<file path="config.mk">
export PLATFORM = sky130hd
export DESIGN_NAME = vga_image_blit
export DESIGN_NICKNAME = d
export VERILOG_FILES = /design/src/rtl/vga_image_blit.sv
export SDC_FILE = /design/constraint.sdc
export NUM_CORES = 1
export LEC_CHECK = 0
export ABC_AREA = 1
export CAP_MARGIN = 5
export CORE_MARGIN = 5
export CORE_UTILIZATION = 49
export CTS_CLUSTER_DIAMETER = 80
export DETAILED_ROUTE_END_ITERATION = 8
export PLACE_DENSITY_LB_ADDON = 0.2
export SYNTH_ARGS = -nofsm -noshare
export SYNTH_HDL_FRONTEND = slang
export SYNTH_SLANG_ARGS = --single-unit
</file>
<file path="constraint.sdc">
create_clock -name clk_25m -period 1.96 [get_ports clk_25m]
set_input_delay 0.392 -clock clk_25m [delete_from_list [all_inputs] [get_ports clk_25m]]
set_output_delay 0.392 -clock clk_25m [all_outputs]
set_load 0.005 [all_outputs]
</file>
<file path="src/rtl/vga_image_blit.sv">
// vga_image_blit: places an upscaled ROM image at a screen offset, pipelined to match ROM latency.
// Optional one-pixel frame around the window when VGA_IMG_BORDER_EN is defined.
module vga_image_blit #(
  parameter int          H_DISP       = 640,
  parameter int          V_DISP       = 480,
  parameter int          IMG_W        = 400,
  parameter int          IMG_H        = 300,
  parameter int          SCALE_SHIFT  = 1,
  parameter int          X_OFS        = 0,
  parameter int          Y_OFS        = 0,
  parameter int          ADDR_W       = 17,
  parameter int          ROM_LAT      = 1,
  parameter logic [23:0] BG_COLOR     = 24'h000000,
  parameter logic [23:0] BORDER_COLOR = 24'hffffff
) (
  input  logic              clk_25m,
  input  logic              rst_n,
  input  logic [10:0]       vga_xpos,
  input  logic [10:0]       vga_ypos,
  output logic [ADDR_W-1:0] rom_addr,
  input  logic [23:0]       rom_q,
  output logic [23:0]       vga_data
);
  localparam int X_END = (X_OFS + (IMG_W << SCALE_SHIFT) < H_DISP) ? X_OFS + (IMG_W << SCALE_SHIFT) : H_DISP;
  localparam int Y_END = (Y_OFS + (IMG_H << SCALE_SHIFT) < V_DISP) ? Y_OFS + (IMG_H << SCALE_SHIFT) : V_DISP;
  localparam logic [2:0] SUB_MAX = 3'((1 << SCALE_SHIFT) - 1);
  typedef enum logic {UNARMED, ARMED} state_t;
  state_t state, state_nx;
  logic [10:0] ypos_d, col_off;
  logic [ADDR_W-1:0] row_base, row_base_nx;
  logic [2:0] sub, sub_nx;
  logic line_ev, at_top, row_in, in_win, ring;
  logic [ROM_LAT:0] win_p, brd_p;
  int xi, yi;
  assign xi = {21'b0, vga_xpos};
  assign yi = {21'b0, vga_ypos};
  assign line_ev = vga_ypos != ypos_d;
  assign at_top = vga_ypos == 11'(Y_OFS);
  assign row_in = yi >= Y_OFS && yi < Y_END;
  assign in_win = state == ARMED && row_in && xi >= X_OFS && xi < X_END;
  assign col_off = vga_xpos - 11'(X_OFS);
`ifdef VGA_IMG_BORDER_EN
  assign ring = state == ARMED && !in_win && xi >= X_OFS - 1 && xi <= X_END && yi >= Y_OFS - 1 && yi <= Y_END
                && xi < H_DISP && yi < V_DISP;
`else
  assign ring = 1'b0;
`endif
  // Frame-top line event always re-synchronises, so a glitched frame recovers at the next top.
  always_comb begin
    state_nx = state;
    row_base_nx = row_base;
    sub_nx = sub;
    if (line_ev && at_top) begin
      state_nx = ARMED;
      row_base_nx = '0;
      sub_nx = '0;
    end else if (line_ev && row_in && state == ARMED) begin
      row_base_nx = sub == SUB_MAX ? row_base + ADDR_W'(IMG_W) : row_base;
      sub_nx = sub == SUB_MAX ? 3'd0 : sub + 3'd1;
    end
  end
  always_ff @(posedge clk_25m or negedge rst_n) begin
    if (!rst_n) begin
      state <= UNARMED;
      ypos_d <= '0;
      row_base <= '0;
      sub <= '0;
      rom_addr <= '0;
      win_p <= '0;
      brd_p <= '0;
      vga_data <= '0;
    end else begin
      state <= state_nx;
      ypos_d <= vga_ypos;
      row_base <= row_base_nx;
      sub <= sub_nx;
      rom_addr <= in_win ? row_base + ADDR_W'(col_off >> SCALE_SHIFT) : rom_addr;
      win_p <= {win_p[ROM_LAT-1:0], in_win};
      brd_p <= {brd_p[ROM_LAT-1:0], ring};
      vga_data <= win_p[ROM_LAT] ? rom_q : brd_p[ROM_LAT] ? BORDER_COLOR : BG_COLOR;
    end
  end
endmodule
</file>
# Yosys cells after proc, flatten, opt, wreduce, memory -nomap -nowiden
# Cells that the tools add are included.
[word_totals]
register_bits = 75
latch_bits = 0
ramBits = 0
romBits = 0
in_bits = 48
out_inout_bits = 41
elab_cells = 34
mem_count = 0
[classes]
addsub = 3
n_mul = 0
div = 0
n_lt_le_gt_ge = 4
n_eq_ne = 2
shift = 0
mux = 7
n_bitwise = 0
reduce_logical = 11
[op_table]
columns = ["op", "count"]
rows = [
  ["17-bit 2-to-1 mux", 3],
  ["24-bit 2-to-1 mux", 1],
  ["11-bit by 1-bit greater-or-equal comparator with 1-bit output (second input constant)", 2],
  ["17-bit by 10-bit adder with 17-bit output", 1],
  ["17-bit by 9-bit adder with 17-bit output (second input constant)", 1],
  ["11-bit logical NOT", 1],
  ["11-bit by 10-bit < comparator with 1-bit output (second input constant)", 1],
  ["11-bit by 9-bit < comparator with 1-bit output (second input constant)", 1],
  ["11-bit inequality test", 1],
  ["3-bit 2-to-1 mux", 3],
  ["1-bit logical AND", 7],
  ["2-bit nonzero test", 2],
  ["3-bit by 1-bit adder with 3-bit output (second input constant)", 1],
  ["3-bit by 1-bit == test with 1-bit output (second input constant)", 1],
  ["2-bit AND reduction", 1],
]

# Longest topological paths before layout
[logic_depth]
word_depth = 6
ltp_mapped = 11

# Worst setup path before layout
# Ideal clock, no wire load.
[synth_path]
path_type = "input port to flip-flop"
startpoint = "in vga_xpos[6]"
endpoint = "reg rom_addr[12]"
arrival_time_ps = 1493
slack_ps = 349
cell_stages = 11
path_buffers = 0
cell_sequence = "ha_1 > nand2_1 > inv_1 > nor2_1 > o21ai_1 > nand2_1 > nand2_1 > nand2_1 > nand2_1 > nand3_1 > nand2_1"
[synth_between]
elab_chain_len = 3
elab_cells_between_ends = 5
[synth_rtl]
columns = ["item", "line_no", "source"]
rows = [
  ["from (decl)", "18", "input logic [10:0] vga_xpos,"],
  ["11-bit by 1-bit greater-or-equal comparator with 1-bit output", "40", "assign in_win = state == ARMED && row_in && xi >= X_OFS && xi < X_END;"],
  ["1-bit logical AND (2 in series)", "40", ""],
  ["to (signal assigned)", "77", "rom_addr <= in_win ? row_base + ADDR_W'(col_off >> SCALE_SHIFT) : rom_addr;"],
  ["to (decl)", "20", "output logic [ADDR_W-1:0] rom_addr,"],
]
# Several ways; a longest one is shown, not always the timed one.
# A chain may end at the register's enable or synchronous reset.

# Final worst setup path
[layout_path]
startpoint = "in vga_xpos[6]"
endpoint = "reg rom_addr[15]"
# Same word-level chain as after synthesis.

==> flow_results.xml <==
<?xml version="1.0" encoding="UTF-8"?>
<metrics>
  <group name="status">
    <metric name="run_status" unit="">completed</metric>
  </group>
  <group name="clocking">
    <metric name="clkTransAtPathRegs" unit="ps">90</metric>
    <metric name="cts_root_buf" unit="">sky130_fd_sc_hd__clkbuf_8</metric>
    <metric name="clock_sink_count" unit="">71</metric>
    <metric name="clk-insertion-delay-late" unit="ps">360</metric>
    <metric name="total_cts_buffers" unit="">9</metric>
    <metric name="cts.hold.buffers_added" unit="">0</metric>
    <metric name="cts_tree" unit="">done</metric>
    <metric name="clockBufferDepth" unit="">2</metric>
    <metric name="post_cts.repair.setup_buffers" unit="">0</metric>
    <metric name="htreeDepth" unit="">3</metric>
    <metric name="cts_resized" unit="">0</metric>
  </group>
  <group name="worst_setup_path">
    <metric name="crit_top_cell" unit="">sky130_fd_sc_hd__nand2_1</metric>
    <metric name="cp-start-kind" unit="">input port</metric>
    <metric name="regToRegEndpoint" unit="">rom_addr[15]$_DFFE_PN0P_</metric>
    <metric name="critical_path_cell_sequence" unit="">clkdlybuf4s50_1 &gt; ha_1 &gt; nand2_1 &gt; inv_1 &gt; nor2_2 &gt; o21ai_1 &gt; nand2_1 &gt; nand2_1 &gt; nand2_1 &gt; nand2_1 &gt; nand3_1 &gt; nand2_1</metric>
    <metric name="crit_path_start" unit="">vga_xpos[6]</metric>
    <metric name="timing.reg2reg.worst_path_depth" unit="">11</metric>
    <metric name="max_stage_delay" unit="ps">420</metric>
    <metric name="path_delay_family" unit="">simple AND/OR/NAND/NOR gates</metric>
    <metric name="cpMaxStageDelayCell" unit="">sky130_fd_sc_hd__clkdlybuf4s50_1</metric>
    <metric name="cp_num_buf_inv" unit="">2</metric>
    <metric name="cp_num_cells" unit="">12</metric>
    <metric name="setup.worst_path.end_class" unit="">register</metric>
    <metric name="worst_ep_required_time" unit="ps">2200</metric>
    <metric name="reg2reg_setup_slack" unit="ps">110</metric>
    <metric name="critical_setup_path_kind" unit="">input port to register</metric>
    <metric name="crit_fanout" unit="">5</metric>
    <metric name="regToRegStartpoint" unit="">row_base[5]$_DFFE_PN0P_</metric>
    <metric name="worstSetupEndpoint" unit="">rom_addr[15]$_DFFE_PN0P_</metric>
    <metric name="critical_path_at" unit="ps">2130</metric>
  </group>
  <group name="floorplanning">
    <metric name="die_width" unit="microns">94.2</metric>
    <metric name="placementRows" unit="">30</metric>
    <metric name="fp.dieArea" unit="sq um">8870</metric>
    <metric name="ioPinCount" unit="">89</metric>
    <metric name="fp.dieH" unit="microns">94.2</metric>
    <metric name="core_area" unit="sq um">6830</metric>
    <metric name="initial_standard_cell_utilization_of_the_core" unit="">0.509</metric>
  </group>
  <group name="yosys">
    <metric name="cell_area_after_synthesis" unit="sq um">3470</metric>
    <metric name="number_of_enable_flip_flop_cells_after_synthesis" unit="">0</metric>
    <metric name="synth_compound_area_frac" unit="">0.0551</metric>
    <metric name="yosys.area_share.xor_xnor" unit="">0.0378</metric>
    <metric name="syn-num-nets" unit="">492</metric>
    <metric name="synth_seq_cells" unit="">71</metric>
    <metric name="avg_inst_size_synth" unit="sq um">7.95</metric>
    <metric name="number_of_instances_in_the_synthesized_netlist" unit="">437</metric>
    <metric name="synth_mux_area_frac" unit="">0</metric>
    <metric name="ys_seq_area_frac" unit="">0.511</metric>
    <metric name="synth_fa_ha_area_frac" unit="">0.0252</metric>
    <metric name="yosys.area_share.simple" unit="">0.284</metric>
    <metric name="yosys_most_used_dff" unit="">sky130_fd_sc_hd__dfrtp_1</metric>
    <metric name="post_synth_cell_types" unit="">29</metric>
    <metric name="synth-async-reset-ratio" unit="">1.00</metric>
    <metric name="yosys_warnings" unit="">0</metric>
    <metric name="synth_top_family_by_area" unit="">simple AND/OR/NAND/NOR gates</metric>
  </group>
  <group name="global_route">
    <metric name="global_route.usage.total" unit="">0.211</metric>
    <metric name="grt_antenna_before_repair" unit="">0</metric>
    <metric name="via_count_of_the_first_global_routing_pass" unit="">3156</metric>
    <metric name="grt-ovfl-total" unit="">0</metric>
    <metric name="grt_start_max_net_pins" unit="">72</metric>
    <metric name="grt_first_pass_wirelength" unit="microns">14500</metric>
  </group>
  <group name="hold_path">
    <metric name="worst_hold_path_type" unit="">input port to async pin</metric>
  </group>
  <group name="placement">
    <metric name="finalWeightedCongestion" unit="">0.876</metric>
    <metric name="placement.setup.worst_slack" unit="ps">-276</metric>
    <metric name="detailed_place_hpwl" unit="microns">6440</metric>
    <metric name="buffers_added_on_ports" unit="">87</metric>
  </group>
  <group name="layout">
    <metric name="layout-drive-gt1-share" unit="">0.106</metric>
    <metric name="nNetsFinal" unit="">608</metric>
    <metric name="multiInputGateArea" unit="sq um">1410</metric>
    <metric name="filler_cell_count" unit="">567</metric>
    <metric name="area.sequential" unit="sq um">1780</metric>
    <metric name="num_antenna_cells" unit="">0</metric>
    <metric name="layout.cells.most_common_list" unit="">sky130_fd_sc_hd__nand2_1 (160), sky130_fd_sc_hd__clkdlybuf4s50_1 (86), sky130_fd_sc_hd__dfrtp_1 (71)</metric>
    <metric name="final_common_cell" unit="">sky130_fd_sc_hd__nand2_1</metric>
    <metric name="area_delta_synth_final" unit="%">39.1</metric>
  </group>
  <group name="timing">
    <metric name="post-route-period-util" unit="">0.963</metric>
    <metric name="setup_tns" unit="ps">0</metric>
    <metric name="worst_slew_pin_slew" unit="ps">738</metric>
    <metric name="final_critical_path_setup_slack" unit="ps">72.9</metric>
    <metric name="rsz0062_at_grt" unit="">true</metric>
    <metric name="relSlewSlack" unit="">0.508</metric>
    <metric name="worst_slack_on_hold_paths" unit="ps">33.8</metric>
    <metric name="max_clock_freq" unit="MHz">530</metric>
    <metric name="finalClockSkew" unit="ps">12.0</metric>
    <metric name="final_max_slew_viol_count" unit="">0</metric>
    <metric name="final.min_clock_period" unit="ps">1890</metric>
    <metric name="hold_viol_final" unit="">0</metric>
    <metric name="setup_viol_count_final" unit="">0</metric>
  </group>
  <group name="route">
    <metric name="detailroute.via_count" unit="">3184</metric>
    <metric name="routed_wl" unit="microns">8680</metric>
    <metric name="drt_iter0_drc" unit="">160</metric>
    <metric name="first_pass_iters" unit="">4</metric>
    <metric name="wire_per_inst" unit="microns">13.3</metric>
    <metric name="route.detailed.drc" unit="">0</metric>
    <metric name="route.detailed.vias_per_inst" unit="">4.87</metric>
    <metric name="drt.antenna.violating_nets" unit="">0</metric>
  </group>
  <group name="power_and_ir_drop">
    <metric name="p_leak" unit="nW">2.56</metric>
    <metric name="power-per-cell-area" unit="nW/um^2">959</metric>
    <metric name="power.ir.vdd_worst" unit="mV">0.528</metric>
    <metric name="power" unit="mW">4.64</metric>
  </group>
  <group name="flow_run">
    <metric name="cap_viol_max_count" unit="">0</metric>
  </group>
</metrics>
metal layers:
metal | wire [microns] | global-route usage | vias up
met5 | 0 | 0 | -
met4 | 216 | 0.101 | 0
met3 | 374 | 0.0337 | 21
met2 | 4420 | 0.362 | 96
met1 | 3670 | 0.258 | 1488
li1 | - | - | 1579
per-stage QoR:
| stage | instances | utilization | area [sq um] |
|---|---|---|---|
| after floorplan | 437 | - | 3470 |
| after global placement | 638 | 0.677 | 4620 |
| after CTS | 654 | 0.705 | 4820 |
| final | 654 | 0.708 | 4830 |
| after global routing | 654 | 0.708 | 4830 |
| after detailed placement | 638 | 0.677 | 4620 |
layout make-up:
class	count	share of cell area
clock buffer	10	0.0264
inverter	62	0.0481
clock inverter	6	0.0142
multi-input combinational	293	0.292
timing repair buffer	116	0.227
sequential	71	0.368
tap	96	0.0249
how the worst min path moves through the flow:
stage	endpoint	slack [ps]	cells past startpoint
2_1_floorplan	rom_addr[0]$_DFFE_PN0P_	100	0
3_3_place_gp	win_p[1]$_DFF_PN0_	360	0
3_5_place_dp	win_p[1]$_DFF_PN0_	360	0
4_1_cts	vga_data[20]$_DFF_PN0_	60	2
5_1_grt	vga_data[20]$_DFF_PN0_	70	2
6_report	vga_data[21]$_DFF_PN0_	30	2
state kept, by name (all words and copies together), names as in the netlist:
register  count
win_p         2
vga_data     24
sub           3
rom_addr     17
ypos_d       11
state         1
row_base     13
power by group:
group | switching [mW] | internal (mW) | leakage [nW] | total (mW)
clock network | 0.587 | 0.597 | 0.0973 | 1.18
registers | 0.207 | 1.67 | 0.927 | 1.88
logic | 0.751 | 0.826 | 1.54 | 1.58
total | 1.55 | 3.09 | 2.56 | 4.64
cell families after synthesis:
group | count (synthesis)
AND/OR/NAND/NOR | 237
flip-flops | 71
XOR/XNOR | 15
adder cells (fa/ha/maj) | 7
AO/OA/AOI/OAI | 34
buffers and inverters | 73
synth_stat cells, drive strengths merged, types with 3 or more instances:
master | count | share of area
nand4 | 3 | 0.0054
a21oi | 13 | 0.019
nor2 | 26 | 0.030
inv | 62 | 0.067
xnor2 | 9 | 0.023
ha | 7 | 0.025
a21boi | 5 | 0.011
nand3 | 40 | 0.060
xor2 | 6 | 0.015
clkbuf | 3 | 0.0032
nand2 | 164 | 0.18
o21ai | 12 | 0.017
nor3 | 3 | 0.0043
dfrtp | 71 | 0.51
buf | 8 | 0.017
(Power assumes the default switching activity.)
